**src/rtl/psum_mem_arbiter_if.sv**
```systemverilog
// Bundle of requester-side and memory-side signals around the psum memory arbiter.
// The slave modport is the arbiter's view; master is the view of the requesters and the SRAM.
interface psum_mem_arbiter_if #(
  parameter int ADDR_W = 20,
  parameter int DATA_W = 32
);
  logic              wr_valid;
  logic              wr_ready;
  logic [ADDR_W-1:0] wr_addr;
  logic [DATA_W-1:0] wr_data;
  logic              rd_valid;
  logic              rd_ready;
  logic [ADDR_W-1:0] rd_addr;
  logic              rd_rvalid;
  logic [DATA_W-1:0] rd_rdata;
  logic              dr_valid;
  logic              dr_ready;
  logic [ADDR_W-1:0] dr_addr;
  logic              dr_rvalid;
  logic [DATA_W-1:0] dr_rdata;
  logic              mem_we;
  logic              mem_re;
  logic [ADDR_W-1:0] mem_addr;
  logic [DATA_W-1:0] mem_wdata;
  logic [DATA_W-1:0] mem_rdata;
  logic              busy;

  modport slave (
    input  wr_valid, wr_addr, wr_data, rd_valid, rd_addr, dr_valid, dr_addr, mem_rdata,
    output wr_ready, rd_ready, rd_rvalid, rd_rdata, dr_ready, dr_rvalid, dr_rdata,
           mem_we, mem_re, mem_addr, mem_wdata, busy
  );

  modport master (
    output wr_valid, wr_addr, wr_data, rd_valid, rd_addr, dr_valid, dr_addr, mem_rdata,
    input  wr_ready, rd_ready, rd_rvalid, rd_rdata, dr_ready, dr_rvalid, dr_rdata,
           mem_we, mem_re, mem_addr, mem_wdata, busy
  );
endinterface

```
**src/rtl/psum_mem_arbiter.sv**
```systemverilog
// Arbitrates one single-port psum SRAM between buffered MAC write-back, psum reload and host drain.
// Round-robin WB->RD->DR, with forced write-buffer drain when full or when a read hits a buffered address.
module psum_mem_arbiter #(
  parameter int ADDR_W   = 20,
  parameter int DATA_W   = 32,
  parameter int WB_DEPTH = 2
) (
  input  logic                clk,
  input  logic                arst_n_in,
  psum_mem_arbiter_if.slave   bus
);
  localparam int PTR_W = $clog2(WB_DEPTH);

  typedef enum logic [1:0] {REQ_WB = 2'd0, REQ_RD = 2'd1, REQ_DR = 2'd2} req_e;

  logic [ADDR_W-1:0]   buf_addr [WB_DEPTH];
  logic [DATA_W-1:0]   buf_data [WB_DEPTH];
  logic [WB_DEPTH-1:0] buf_vld_q;
  logic [PTR_W-1:0]    head_q, tail_q;
  logic                rtag_rd_q, rtag_dr_q;
  req_e                rr_q, rr_d;

  logic       full, empty, push, pop;
  logic       haz_rd, haz_dr, force_wb;
  logic [2:0] elig, gnt;  // bit 0 = WB, bit 1 = RD, bit 2 = DR

  assign full  = &buf_vld_q;
  assign empty = ~|buf_vld_q;
  assign push  = bus.wr_valid && !full;
  assign pop   = gnt[0];

  // Hazard sees only entries present at the start of the cycle; a same-cycle push is not visible.
  always_comb begin
    haz_rd = 1'b0;
    haz_dr = 1'b0;
    for (int i = 0; i < WB_DEPTH; i++) begin
      if (buf_vld_q[i] && (buf_addr[i] == bus.rd_addr)) haz_rd = 1'b1;
      if (buf_vld_q[i] && (buf_addr[i] == bus.dr_addr)) haz_dr = 1'b1;
    end
    haz_rd = haz_rd && bus.rd_valid;
    haz_dr = haz_dr && bus.dr_valid;
  end

  assign force_wb = full || haz_rd || haz_dr;
  assign elig     = {bus.dr_valid && !haz_dr, bus.rd_valid && !haz_rd, !empty};

  // Round-robin pointer: state register.
  always_ff @(posedge clk or negedge arst_n_in) begin
    // NOTE: sequential state uses non-blocking assignments so every flop samples pre-edge values.
    if (!arst_n_in) rr_q <= REQ_WB;
    else            rr_q <= rr_d;
  end

  // Grant selection and next pointer.
  always_comb begin
    // NOTE: every output gets a default first, so no path can infer a latch.
    gnt  = 3'b000;
    rr_d = rr_q;
    if (force_wb) begin
      gnt = 3'b001;
    end else begin
      case (rr_q)
        REQ_RD:  if (elig[1]) gnt = 3'b010; else if (elig[2]) gnt = 3'b100; else if (elig[0]) gnt = 3'b001;
        REQ_DR:  if (elig[2]) gnt = 3'b100; else if (elig[0]) gnt = 3'b001; else if (elig[1]) gnt = 3'b010;
        default: if (elig[0]) gnt = 3'b001; else if (elig[1]) gnt = 3'b010; else if (elig[2]) gnt = 3'b100;
      endcase
    end
    if (gnt[0])      rr_d = REQ_RD;
    else if (gnt[1]) rr_d = REQ_DR;
    else if (gnt[2]) rr_d = REQ_WB;
  end

  // Memory drive and read handshakes for the granted requester.
  always_comb begin
    bus.rd_ready  = gnt[1];
    bus.dr_ready  = gnt[2];
    bus.mem_we    = gnt[0];
    bus.mem_re    = gnt[1] || gnt[2];
    bus.mem_addr  = '0;
    bus.mem_wdata = '0;
    if (gnt[0]) begin
      bus.mem_addr  = buf_addr[head_q];
      bus.mem_wdata = buf_data[head_q];
    end else if (gnt[1]) begin
      bus.mem_addr  = bus.rd_addr;
    end else if (gnt[2]) begin
      bus.mem_addr  = bus.dr_addr;
    end
  end

  // Write-buffer pointers, occupancy and the in-flight read tag.
  always_ff @(posedge clk or negedge arst_n_in) begin
    if (!arst_n_in) begin
      head_q    <= '0;
      tail_q    <= '0;
      buf_vld_q <= '0;
      rtag_rd_q <= 1'b0;
      rtag_dr_q <= 1'b0;
    end else begin
      if (pop) begin
        buf_vld_q[head_q] <= 1'b0;
        head_q            <= head_q + 1'b1;
      end
      if (push) begin
        buf_vld_q[tail_q] <= 1'b1;
        tail_q            <= tail_q + 1'b1;
      end
      rtag_rd_q <= gnt[1];
      rtag_dr_q <= gnt[2];
    end
  end

  // NOTE: buffer storage has no reset; the valid bits alone decide what an entry means.
  always_ff @(posedge clk) begin
    if (push) begin
      buf_addr[tail_q] <= bus.wr_addr;
      buf_data[tail_q] <= bus.wr_data;
    end
  end

  assign bus.wr_ready  = !full;
  assign bus.rd_rvalid = rtag_rd_q;
  assign bus.dr_rvalid = rtag_dr_q;
  assign bus.rd_rdata  = rtag_rd_q ? bus.mem_rdata : '0;
  assign bus.dr_rdata  = rtag_dr_q ? bus.mem_rdata : '0;
  assign bus.busy      = !empty || bus.wr_valid || bus.rd_valid || bus.dr_valid || rtag_rd_q || rtag_dr_q;
endmodule

```
**src/flat_wrapper.sv**
```systemverilog
// flat-port wrapper written by rule: the top's interface ports become plain ports
module psum_mem_arbiter_flat 
#(
  parameter int ADDR_W   = 20,
  parameter int DATA_W   = 32,
  parameter int WB_DEPTH = 2
)
  (clk, arst_n_in, bus_wr_valid, bus_wr_addr, bus_wr_data, bus_rd_valid, bus_rd_addr, bus_dr_valid, bus_dr_addr, bus_mem_rdata, bus_wr_ready, bus_rd_ready, bus_rd_rvalid, bus_rd_rdata, bus_dr_ready, bus_dr_rvalid, bus_dr_rdata, bus_mem_we, bus_mem_re, bus_mem_addr, bus_mem_wdata, bus_busy);
  psum_mem_arbiter_if #(.ADDR_W(ADDR_W), .DATA_W(DATA_W)) bus_i ();
  input  logic clk;
  input  logic arst_n_in;
  input wire logic [$bits(bus_i.wr_valid)-1:0] bus_wr_valid;
  input wire logic [$bits(bus_i.wr_addr)-1:0] bus_wr_addr;
  input wire logic [$bits(bus_i.wr_data)-1:0] bus_wr_data;
  input wire logic [$bits(bus_i.rd_valid)-1:0] bus_rd_valid;
  input wire logic [$bits(bus_i.rd_addr)-1:0] bus_rd_addr;
  input wire logic [$bits(bus_i.dr_valid)-1:0] bus_dr_valid;
  input wire logic [$bits(bus_i.dr_addr)-1:0] bus_dr_addr;
  input wire logic [$bits(bus_i.mem_rdata)-1:0] bus_mem_rdata;
  output wire logic [$bits(bus_i.wr_ready)-1:0] bus_wr_ready;
  output wire logic [$bits(bus_i.rd_ready)-1:0] bus_rd_ready;
  output wire logic [$bits(bus_i.rd_rvalid)-1:0] bus_rd_rvalid;
  output wire logic [$bits(bus_i.rd_rdata)-1:0] bus_rd_rdata;
  output wire logic [$bits(bus_i.dr_ready)-1:0] bus_dr_ready;
  output wire logic [$bits(bus_i.dr_rvalid)-1:0] bus_dr_rvalid;
  output wire logic [$bits(bus_i.dr_rdata)-1:0] bus_dr_rdata;
  output wire logic [$bits(bus_i.mem_we)-1:0] bus_mem_we;
  output wire logic [$bits(bus_i.mem_re)-1:0] bus_mem_re;
  output wire logic [$bits(bus_i.mem_addr)-1:0] bus_mem_addr;
  output wire logic [$bits(bus_i.mem_wdata)-1:0] bus_mem_wdata;
  output wire logic [$bits(bus_i.busy)-1:0] bus_busy;
  assign bus_i.wr_valid = bus_wr_valid;
  assign bus_i.wr_addr = bus_wr_addr;
  assign bus_i.wr_data = bus_wr_data;
  assign bus_i.rd_valid = bus_rd_valid;
  assign bus_i.rd_addr = bus_rd_addr;
  assign bus_i.dr_valid = bus_dr_valid;
  assign bus_i.dr_addr = bus_dr_addr;
  assign bus_i.mem_rdata = bus_mem_rdata;
  assign bus_wr_ready = bus_i.wr_ready;
  assign bus_rd_ready = bus_i.rd_ready;
  assign bus_rd_rvalid = bus_i.rd_rvalid;
  assign bus_rd_rdata = bus_i.rd_rdata;
  assign bus_dr_ready = bus_i.dr_ready;
  assign bus_dr_rvalid = bus_i.dr_rvalid;
  assign bus_dr_rdata = bus_i.dr_rdata;
  assign bus_mem_we = bus_i.mem_we;
  assign bus_mem_re = bus_i.mem_re;
  assign bus_mem_addr = bus_i.mem_addr;
  assign bus_mem_wdata = bus_i.mem_wdata;
  assign bus_busy = bus_i.busy;
  psum_mem_arbiter #(.ADDR_W(ADDR_W), .DATA_W(DATA_W), .WB_DEPTH(WB_DEPTH)) u_core (.clk(clk), .arst_n_in(arst_n_in), .bus(bus_i));
endmodule
```
**config.mk**
```make
export PLATFORM = sky130hd
export DESIGN_NAME = psum_mem_arbiter_flat
export DESIGN_NICKNAME = d
export VERILOG_FILES = /design/src/rtl/psum_mem_arbiter_if.sv /design/src/rtl/psum_mem_arbiter.sv /design/src/flat_wrapper.sv
export SDC_FILE = /design/constraint.sdc
export NUM_CORES = 1
export LEC_CHECK = 0
export ABC_AREA = 1
export BUFFER_PORTS_ARGS = -buffer_cell sky130_fd_sc_hd__buf_2
export CAP_MARGIN = 40
export CELL_PAD_IN_SITES_DETAIL_PLACEMENT = 0
export CELL_PAD_IN_SITES_GLOBAL_PLACEMENT = 1
export CORE_ASPECT_RATIO = 1.4
export CORE_MARGIN = 10
export CORE_UTILIZATION = 38
export DETAILED_ROUTE_END_ITERATION = 16
export HOLD_SLACK_MARGIN = 0.12
export PLACE_DENSITY_LB_ADDON = 0.1
export SLEW_MARGIN = 20
export SYNTH_ARGS = -nofsm -noshare
export SYNTH_HDL_FRONTEND = slang
export SYNTH_SLANG_ARGS = --single-unit
```
**constraint.sdc**
```tcl
create_clock -name clk -period 6.41 [get_ports clk]
set_input_delay 0.641 -clock clk [delete_from_list [all_inputs] [get_ports clk]]
set_output_delay 0.641 -clock clk [all_outputs]
set_load 0.02 [all_outputs]
```
==> results.sh, run 1 <==
export IMPL_status="finished, final reports clean"
export IMPL_register_area_um2=3320
export IMPL_tightestPinTransition_ns=0.830
export IMPL_synth_top_family_by_area="simple AND/OR/NAND/NOR gates"
export IMPL_slew_violations=0
export IMPL_maxSlewHeadroom_pct=44.6
export IMPL_fp_coreArea_um2=17300
export IMPL_area_growth_pct=27.3
export IMPL_start_util_pct=38.5
export IMPL_ys_async_sr_fraction_pct=7.14
export IMPL_pre_cts_ws_ns=2.55
export IMPL_muxShareOfSynthArea_pct=0
export IMPL_drv_cap=0
export IMPL_dpl_cell_count=1326
export IMPL_netlist_area_um2=6680
export IMPL_rsz0062_at_grt="false"
export IMPL_setup_violations_final=0
export IMPL_whs_ns=0.468
export IMPL_cp_max_fo=34
export IMPL_cts_buffer_depth=2
export IMPL_critPathArrivalTime_ns=3.29
export IMPL_synth_cell_type_count=30
export IMPL_yosys_warnings=0
export IMPL_start_kind="flip-flop"
export IMPL_placed_cell_area_um2=8200
export IMPL_ant_nets=0
export IMPL_synth_xor_area_share_pct=1.97
export IMPL_avgSynthCellArea_um2=7.73
export IMPL_synth_simple_gate_area_share_pct=28.5
export IMPL_setup_ws_ns=2.48
export IMPL_synth_nets=995
export IMPL_overflow=0
export IMPL_routed_wl_um=23400
export IMPL_fillers=1836
export IMPL_dp_hpwl_um=18300
export IMPL_ir_worst_vdd_uv=208
export IMPL_synth_seq_cells=112
export IMPL_rows=57
export IMPL_cts_resized=0
export IMPL_avgViaCountPerCell=4.70
export IMPL_setup_tns_ns=0
export IMPL_seq_area_frac_synth_pct=49.8
export IMPL_die_area_um2=23400
export IMPL_gp_congestion=0.884
export IMPL_antenna_found_initial=2
export IMPL_p_leak_nw=4.55
export IMPL_routedWlPerCell_um=17.4
export IMPL_synth_ff_type="edfxtp_1"
export IMPL_die_y_um=177
export IMPL_clock_latency_ns=0.36
export IMPL_worstSetupPathType="flip-flop to output pin"
export IMPL_die_x_um=132
export IMPL_hp_class="input pin to flip-flop"
export IMPL_clk_pin_slew_worst_paths_ns=0.08
export IMPL_critPathCaptureType="output pin"
export IMPL_synth_edff_count=104
export IMPL_dr_total_vias=6329
export IMPL_fin_area_um2=8500
export IMPL_clock_fmax_ghz=0.255
export IMPL_root_buffer="clkbuf_16"
export IMPL_cts_buffers=9
export IMPL_fin_crit_ns=3.93
export IMPL_fin_nets=1233
export IMPL_cts_sinks=112
export IMPL_drcViolationCount=0
export IMPL_multi_input_area_um2=2650
export IMPL_cts_setup_buffers=0
export IMPL_power_density_nw_per_um2=452
export IMPL_fin_worst_skew_ns=0.0118
export IMPL_synth_compound_area_share_pct=8.64
export IMPL_drive_above_1_share_pct=28.7
export IMPL_grt_max_degree=73
export IMPL_timing_hold_violations_final=0
export IMPL_io_pin_count=253
export IMPL_cts_tree="built"
export IMPL_ctsHoldBuffers=1
export IMPL_firstDrtPassIters=5
export IMPL_grt_pass1_vias=6584
export IMPL_synth_fa_ha_area_share_pct=0.375
export IMPL_port_buffers=252
export IMPL_grt_pass1_wl_um=36400
export IMPL_final_cells=1346
export IMPL_grtUsageTotal_pct=19.7
export IMPL_critPathRequiredTime_ns=5.77
export IMPL_syn_instance_count=864
export IMPL_drt_iter0_markers=325
export IMPL_cts_max_level=3
export IMPL_fin_crit_sh_pct=61.3
-- metal layers --
layer,GRT usage (%),vias up,share of wire (%)
met2,35.2,231,51
met1,21.9,2842,39
li1,-,3224,-
met5,0,-,0
met4,7.06,0,2.0
met3,5.63,32,7.8
-- sequential cells by signal, indices dropped and copies added (netlist names) --
| signal | cells |
|---|---|
| u_core.buf_addr | 40 |
| u_core.tail_q | 1 |
| u_core.bus.rd_rvalid | 1 |
| u_core.buf_data | 64 |
| u_core.head_q | 1 |
| u_core.bus.dr_rvalid | 1 |
| u_core.buf_vld_q | 2 |
| u_core.rr_q | 2 |
-- synthesized netlist by cell type (2+ instances only) --
| cell type | count | area share [%] |
|---|---|---|
| nand4_1 | 41 | 3.8 |
| o211ai_1 | 2 | 0.22 |
| clkbuf_1 | 20 | 1.1 |
| xor2_1 | 5 | 0.66 |
| buf_1 | 2 | 0.11 |
| edfxtp_1 | 104 | 47 |
| buf_2 | 9 | 0.67 |
| nand2_1 | 334 | 19 |
| nor2_1 | 53 | 3.0 |
| inv_1 | 136 | 7.6 |
| xnor2_1 | 10 | 1.3 |
| buf_6 | 3 | 0.51 |
| ha_1 | 2 | 0.37 |
| a21oi_1 | 5 | 0.37 |
| a21oi_2 | 29 | 3.8 |
| inv_2 | 5 | 0.28 |
| dfrtp_1 | 8 | 3.0 |
| buf_4 | 2 | 0.22 |
| nand3_1 | 30 | 2.2 |
| o21ai_0 | 48 | 3.6 |
| o21ai_1 | 7 | 0.52 |
-- stage by stage --
| stage | util, % | power, mW |
|---|---|---|
| floorplan | - | 2.58 |
| global placement | 46.8 | 3.30 |
| detailed placement | 47.3 | 3.34 |
| CTS | 49.0 | 3.89 |
| global route | 49.0 | 4.12 |
| finish | 49.1 | 3.84 |
-- power breakdown --
group          total, mW  internal, mW  switching (mW)  leakage [nW]
sequential          1.11          1.00           0.108          1.06
combinational       2.18         0.626            1.56          3.35
clock              0.548         0.272           0.275         0.139
-- worst max-delay path, stage by stage, from the launching register on --
cell	delay [ns]
edfxtp_1	0.48
nand2_1	0.13
o21ai_1	0.10
nor2_1	0.11
nand2_1	0.06
nor2_1	0.12
nand3_1	0.15
nand3_2	0.12
nand2_1	0.05
nand2_1	0.08
nand2_1	0.05
nand2_1	0.06
nand2_2	0.30
nand2_4	0.42
inv_4	0.28
a21oi_2	0.18
buf_2	0.18
-- worst paths after layout --
check	to	slack, ns	start	cells past startpoint
worst max-delay path	bus_mem_wdata[23]	2.48	u_core.buf_addr[1][11]	16
worst min-delay path	u_core.buf_addr[0][14]	0.47	bus_wr_addr[14]	1
worst max register to register	u_core.rr_q[0]	3.46	u_core.buf_addr[0][14]	16
worst min register to register	u_core.rr_q[0]	0.56	u_core.rr_q[0]	2
max in group asynchronous	u_core.head_q	5.55	arst_n_in	2
min in group asynchronous	u_core.head_q	0.67	arst_n_in	2
-- layout by cell type, fill, tap and decap left out, drive strengths merged --
cell,instances
edfxtp,104
nand4,41
clkbuf,9
clkinv,4
o211ai,2
dlygate4sd3,1
ha,2
nor3,1
and3,1
nand3b,1
a21oi,34
a21boi,1
xnor2,10
inv,145
o21ai,55
diode,3
nand2,336
xor2,5
dfrtp,8
clkinvlp,1
nor2,53
buf,262
nand3,31
-- cells by family after synthesis --
kind of cell               after synthesis
AOI/OAI and AO/OA                       92
xor gates and xnor gates                15
adders and majority gates                2
buffers and inverters                  179
DFF                                    112
and+or+nand+nor                        464
-- final cells by class --
cell class / instances / share of cell area (%)
sequential: 112 / 39.1
antenna: 3 / 0.0883
timing repair buffer: 263 / 16.4
inverter: 143 / 6.34
clock inverter: 7 / 0.765
clock buffer: 9 / 2.65
tap: 236 / 3.47
multi-input combinational: 573 / 31.2
Note: power is estimated with default switching activity, not from simulation.
==> inputs of run 2 (changes only) <==
Settings changed: ABC_AREA 1 to 0, CORE_UTILIZATION 38 to 34.
Clock period 6.41 ns to 3.2 ns, I/O delays scaled along.
==> run 2 against run 1 <==
  * The flow now finishes with violations (negative setup slack)
  * Critical endpoint is now bus_mem_addr[4]
  * Synthesized cell count down 33%
  * Sequential share of layout area fell by 2.0 points
  * Hold slack lost 0.32 ns
  * Via count fell by 13%
  * Final cell count decreased by 19%
  * Flip-flop and latch count unchanged
  * Combinational power rose to 2.5 times the previous value
  * Critical path type unchanged
  * Register-to-register slack got worse by 2.8 ns
  * Clock-buffer cell count unchanged
  * Non-clock buffer count rose by 25
  * Critical path depth down 5
==> results.sh, run 2 <==
export IMPL_fin_crit_sh_pct=100
export IMPL_ant_nets=0
export IMPL_die_x_um=137
export IMPL_die_area_um2=25200
export IMPL_synth_top_area_share_pct=47.8
export IMPL_avgSynthCellArea_um2=11.3
export IMPL_pre_cts_ws_ns=0.133
export IMPL_root_buffer="clkbuf_16"
export IMPL_combPwrFrac_pct=61.0
export IMPL_status="finished with violations"
export IMPL_final_cells=1088
export IMPL_cp_max_fo=7
export IMPL_synth_edff_count=104
export IMPL_reg_largest_list="u_core.buf_data x64, u_core.buf_addr x40"
export IMPL_setup_tns_ns=-0.0169
export IMPL_max_flop_register="u_core.buf_data"
export IMPL_port_buffers=252
export IMPL_critPathCaptureType="output pin"
export IMPL_p_int_mw=4.86
export IMPL_final_common_cell="buf_2"
export IMPL_r2r_cells=9
export IMPL_slew_violations=0
export IMPL_clockPowerShare_pct=12.8
export IMPL_overflow=0
export IMPL_ys_top_cells_by_area="edfxtp_1 48%, xor2_1 9.7%, mux2i_1 8.0%"
export IMPL_synth_ff_type="edfxtp_1"
export IMPL_synth_nets=711
export IMPL_gp_congestion=0.878
export IMPL_dr_total_vias=5532
export IMPL_ys_async_sr_fraction_pct=7.14
export IMPL_synth_seq_cells=112
export IMPL_fin_crit_ns=3.21
export IMPL_rows=59
export IMPL_start_kind="flip-flop"
export IMPL_largest_reg_flops=64
export IMPL_grt_pass1_wl_um=33900
export IMPL_whs_endpoint="u_core.buf_addr[0][8]"
export IMPL_grtUsageTotal_pct=17.5
export IMPL_fillers=1776
export IMPL_tightestPinTransition_ns=0.824
export IMPL_multi_input_area_um2=3060
export IMPL_cts_buffer_depth=2
export IMPL_drive_above_1_share_pct=41.5
export IMPL_fin_area_um2=8970
export IMPL_register_area_um2=3320
export IMPL_reg2reg_to="u_core.buf_vld_q[1]"
export IMPL_violations="negative setup slack"
export IMPL_min_from="bus_wr_addr[8]"
export IMPL_syn_instance_count=580
export IMPL_synth_most_common_cell="edfxtp_1"
export IMPL_io_pin_count=253
export IMPL_yosys_warnings=0
export IMPL_hold_depth=1
export IMPL_drcViolationCount=0
export IMPL_setup_violations_final=2
export IMPL_grt_pass1_vias=5870
export IMPL_cts_max_level=3
export IMPL_avgViaCountPerCell=5.08
export IMPL_p_seq_share_pct=26.2
export IMPL_fp_coreArea_um2=18800
export IMPL_setup_ws_ns=-0.0122
export IMPL_antenna_found_initial=3
export IMPL_netlist_area_um2=6530
export IMPL_ir_worst_vdd_uv=574
export IMPL_firstDrtPassIters=6
export IMPL_critPathArrivalTime_ns=2.89
export IMPL_yosys_top_cells_count="104 x edfxtp_1, 72 x xor2_1, 64 x and2_1"
export IMPL_grt_max_degree=55
export IMPL_clock_fmax_ghz=0.311
export IMPL_drt_iter0_markers=236
export IMPL_routed_wl_um=23900
export IMPL_dp_hpwl_um=17700
export IMPL_critPathRequiredTime_ns=2.88
export IMPL_post_synth_top_area_cell="edfxtp_1"
export IMPL_dpl_cell_count=1057
export IMPL_placed_cell_area_um2=8100
export IMPL_drv_cap=0
export IMPL_hp_class="input pin to flip-flop"
export IMPL_fin_nets=969
export IMPL_area_growth_pct=37.3
export IMPL_synth_cell_type_count=36
export IMPL_clock_latency_ns=0.36
export IMPL_timing_hold_violations_final=0
export IMPL_cts_sinks=112
export IMPL_power_density_nw_per_um2=999
export IMPL_cts_buffers=9
export IMPL_r2r_slack_ns=0.71
export IMPL_fin_worst_skew_ns=0.00984
export IMPL_routedWlPerCell_um=21.9
export IMPL_cts_tree="built"
export IMPL_p_sw_mw=4.11
export IMPL_die_y_um=184
export IMPL_swShare_pct=45.8
export IMPL_maxSlewHeadroom_pct=45.1
export IMPL_r2r_start="u_core.buf_addr[0][17]"
export IMPL_start_util_pct=34.8
export IMPL_rsz0062_at_grt="true"
export IMPL_clk_pin_slew_worst_paths_ns=0.09
export IMPL_seq_area_frac_synth_pct=50.9
export IMPL_most_common_layout_cells="204 x buf_2, 104 x edfxtp_1, 71 x xor2_1, 64 x and2_1, 52 x mux2i_1"
export IMPL_worstSetupPathType="flip-flop to output pin"
export IMPL_p_leak_nw=3.94
[run 2: critical path, stage by stage (launching register included)]
cell       delay, ns
edfxtp_1        0.46
xor2_2          0.19
nor4_2          0.38
nand4_1         0.20
o22ai_4         0.27
buf_6           0.15
nor2_4          0.04
o31ai_4         0.28
buf_6           0.16
clkbuf_16       0.17
o22ai_2         0.10
buf_6           0.14
[run 2: how the worst max path moves through the flow]
stage	startpoint	endpoint	slack [ns]	depth (start not counted)
2_1_floorplan	u_core.buf_vld_q[1]	u_core.buf_addr[0][0]	0.49	4
3_3_place_gp	bus_rd_addr[13]	bus_mem_wdata[30]	0.09	10
3_5_place_dp	bus_rd_addr[13]	bus_mem_wdata[30]	0.13	10
4_1_cts	u_core.buf_addr[1][10]	bus_mem_addr[6]	-0.02	10
5_1_grt	u_core.buf_addr[1][19]	bus_mem_addr[4]	-0.09	11
6_report	u_core.buf_addr[1][19]	bus_mem_addr[4]	-0.01	11
[run 2: layout make-up]
cell class	count	share of cell area, %
inverters	30	1.26
well taps	244	3.40
flip-flops and latches	112	37.1
diodes	1	0.0279
clock buffers	9	2.51
clock inverters	7	0.893
repair buffers	288	20.7
multi-input cells	397	34.1
[run 2: cells by family after synthesis]
kind of cell    after synthesis  synth area share, %
buf+inv                      71                 4.92
xor+xnor                     80                 10.7
fa+ha+maj                     2                0.383
mux                          52                 7.97
flops                       112                 50.9
compound gates               82                 10.8
simple gates                181                 14.3
[run 2: timing repair]
action	in CTS	in global routing
cloned	0	4
setup endpoints to repair	53	54
pin swaps	7	14
setup buffers	2	9
gates resized for setup	8	111
hold buffers	1	0
endpoints found under the hold margin	8	0
[run 2: metrics by stage]
stage               utilization, %  total power, mW  hold slack [ns]
floorplan                        -             5.25           0.0244
global placement              43.2             6.85            0.171
detailed placement            43.2             6.86            0.171
CTS                           45.2             8.07            0.136
global route                  47.8             9.49            0.132
finish                        47.8             8.97            0.145
[run 2: per-layer routing]
metal	up-vias	global-route usage, %	share of wire (%)	routed length, um
li1	2617	-	-	-
met1	2678	19.0	37	8740
met2	210	31.3	52	12400
met3	23	6.02	9.6	2300
met4	4	4.48	1.6	379
met5	-	0	0.088	21
[run 2: power by group through the flow]
stage	registers (mW)	logic, mW	clock network, mW
4_1_cts	2.35	4.54	1.18
2_1_floorplan	2.20	3.05	0
6_report	2.35	5.47	1.15
3_5_place_dp	2.39	4.48	0
5_1_grt	2.40	5.85	1.23
3_3_place_gp	2.37	4.49	0
==> inputs of run 3 (changes only) <==
--- a/config.mk
+++ b/config.mk
@@ -15,2 +15,3 @@
 export CORE_UTILIZATION = 34
+export CTS_CLUSTER_SIZE = 25
 export DETAILED_ROUTE_END_ITERATION = 16
==> constraint.sdc (replaced) <==
create_clock -name clk -period 3.2 [get_ports clk]
set_input_delay 0 -clock clk [delete_from_list [all_inputs] [get_ports clk]]
set_output_delay 0 -clock clk [all_outputs]
set_load 0.02 [all_outputs]
==> run 3 against run 2 <==
  * The run now ends clean
  * Clock power grew 3%
  * Global-route usage grew 0.35 points
  * Setup slack gained 0.19 ns
  * Register-to-register slack lost 0.07 ns
  * Flip-flop and latch count is the same
  * Clock-buffer cell count is the same
  * Non-clock buffer count grew 38
  * Critical endpoint is now bus_mem_addr[17]
  * Sequential power shrank 3%
==> results.sh, run 3 (synthesis gave the netlist of run 2 again) <==
export IMPL_status="finished, final reports clean"
export IMPL_p_leak_nw=4.02
export IMPL_power_density_nw_per_um2=890
export IMPL_overflow=0
export IMPL_setup_violations_final=0
export IMPL_ant_nets=0
export IMPL_max_flop_register="u_core.buf_data"
export IMPL_slew_violations=0
export IMPL_setup_tns_ns=0
export IMPL_firstDrtPassIters=5
export IMPL_critPathRequiredTime_ns=3.20
export IMPL_cts_tree="built"
export IMPL_ir_worst_vdd_uv=482
export IMPL_worstSetupPathType="flip-flop to output pin"
export IMPL_cts_sinks=112
export IMPL_dp_hpwl_um=17700
export IMPL_largest_reg_flops=64
export IMPL_fin_worst_skew_ns=0.00729
export IMPL_rows=59
export IMPL_die_x_um=137
export IMPL_cts_max_level=3
export IMPL_routed_wl_um=23100
export IMPL_p_total_mw=7.97
export IMPL_reg_largest_list="u_core.buf_data x64, u_core.buf_addr x40"
export IMPL_clock_latency_ns=0.35
export IMPL_drive_above_1_share_pct=35.9
export IMPL_port_buffers=252
export IMPL_hp_class="input pin to flip-flop"
export IMPL_clk_pin_slew_worst_paths_ns=0.08
export IMPL_final_common_cell="buf_2"
export IMPL_io_pin_count=253
export IMPL_critPathCaptureType="output pin"
export IMPL_maxSlewHeadroom_pct=46.5
export IMPL_area_growth_pct=37.2
export IMPL_tightestPinTransition_ns=0.802
export IMPL_start_kind="flip-flop"
export IMPL_fin_nets=1007
export IMPL_register_area_um2=3320
export IMPL_cts_buffer_depth=2
export IMPL_fillers=1797
export IMPL_grtUsageTotal_pct=17.8
export IMPL_grt_max_degree=45
export IMPL_routedWlPerCell_um=20.5
export IMPL_drv_cap=0
export IMPL_drcViolationCount=0
export IMPL_start_util_pct=34.8
export IMPL_grt_pass1_wl_um=34900
export IMPL_fp_coreArea_um2=18800
export IMPL_fin_crit_ns=3.03
export IMPL_gp_congestion=0.890
export IMPL_grt_pass1_vias=6107
export IMPL_avgViaCountPerCell=4.97
export IMPL_root_buffer="clkbuf_16"
export IMPL_timing_hold_violations_final=0
export IMPL_die_area_um2=25200
export IMPL_multi_input_area_um2=2920
export IMPL_final_cells=1126
export IMPL_clock_fmax_ghz=0.330
export IMPL_most_common_layout_cells="252 x buf_2, 104 x edfxtp_1, 72 x xor2_1, 64 x and2_1, 58 x nor2_1"
export IMPL_dr_total_vias=5599
export IMPL_fin_crit_sh_pct=94.6
export IMPL_drt_iter0_markers=264
export IMPL_rsz0062_at_grt="false"
export IMPL_critPathArrivalTime_ns=3.03
export IMPL_die_y_um=184
export IMPL_cp_max_fo=21
export IMPL_cts_buffers=9
export IMPL_dpl_cell_count=1054
export IMPL_antenna_found_initial=1
[run 3: cell count changes in the layout (fill, tap and decap cells not counted), sizes merged]
cell | previous run | this run
dlygate4sd3 | 1 | 55
clkbuf | 11 | 9
inv | 34 | 35
bufinv | 0 | 1
buf | 285 | 271
clkinv | 3 | 1
[run 3: worst paths after layout]
path	from	end	slack (ns)	depth (start not counted)
hold / removal	bus_rd_valid	u_core.bus.dr_rvalid	0.18	4
hold reg to reg	u_core.tail_q	u_core.tail_q	0.56	1
max in group asynchronous	arst_n_in	u_core.head_q	2.28	3
setup reg to reg	u_core.buf_addr[0][17]	u_core.rr_q[1]	0.64	9
min in group asynchronous	arst_n_in	u_core.tail_q	0.63	3
setup / recovery	u_core.buf_addr[0][17]	bus_mem_addr[17]	0.17	10
[run 3: final cells by class]
class                           instances  area share, %
Multi-Input combinational cell        397           32.6
Sequential cell                       112           37.1
Tap cell                              244           3.41
Antenna cell                            1         0.0279
Inverter                               30           1.26
Clock inverter                          7          0.935
Timing Repair Buffer                  326           22.2
Clock buffer                            9           2.51
[run 3: repair_timing]
item / 4_1_cts / 5_1_grt
hold buffers: 55 / 0
gates resized for setup: 0 / 2
endpoints found under the hold margin: 114 / 0
buffers inserted: 0 / 0
endpoints found under the setup margin: 0 / 41
[run 3: layer usage]
layer | global-route usage, % | part of all wire [%] | vias up
met1 | 19.5 | 38 | 2652
met4 | 4.06 | 1.2 | 0
met2 | 32.9 | 53 | 237
li1 | - | - | 2690
met3 | 4.98 | 8.6 | 20
met5 | 0 | 0 | -
[run 3: report_power, final]
part / total (mW) / switching, mW / internal, mW
clock network: 1.19 / 0.560 / 0.627
registers: 2.28 / 0.276 / 2.01
logic: 4.50 / 2.91 / 1.59
[run 3: stage by stage]
stage / hold slack, ns / setup slack [ns] / area [um2] / util [%]
2_1_floorplan: -0.296 / 0.489 / 6540 / -
3_3_place_gp: -0.150 / 0.432 / 8070 / 43.0
3_5_place_dp: -0.144 / 0.457 / 8090 / 43.1
4_1_cts: 0.166 / 0.0557 / 8950 / 47.7
5_1_grt: 0.207 / 0.00367 / 8960 / 47.8
6_report: 0.178 / 0.173 / 8960 / 47.8
[run 3: worst max-delay path, stage by stage (launching register included)]
cell	delay (ns)
edfxtp_1	0.44
xor2_1	0.20
nor4_1	0.34
nand4_1	0.23
o221ai_2	0.26
buf_4	0.31
a211o_1	0.16
buf_4	0.21
a31oi_1	0.12
o22ai_2	0.19
buf_2	0.20
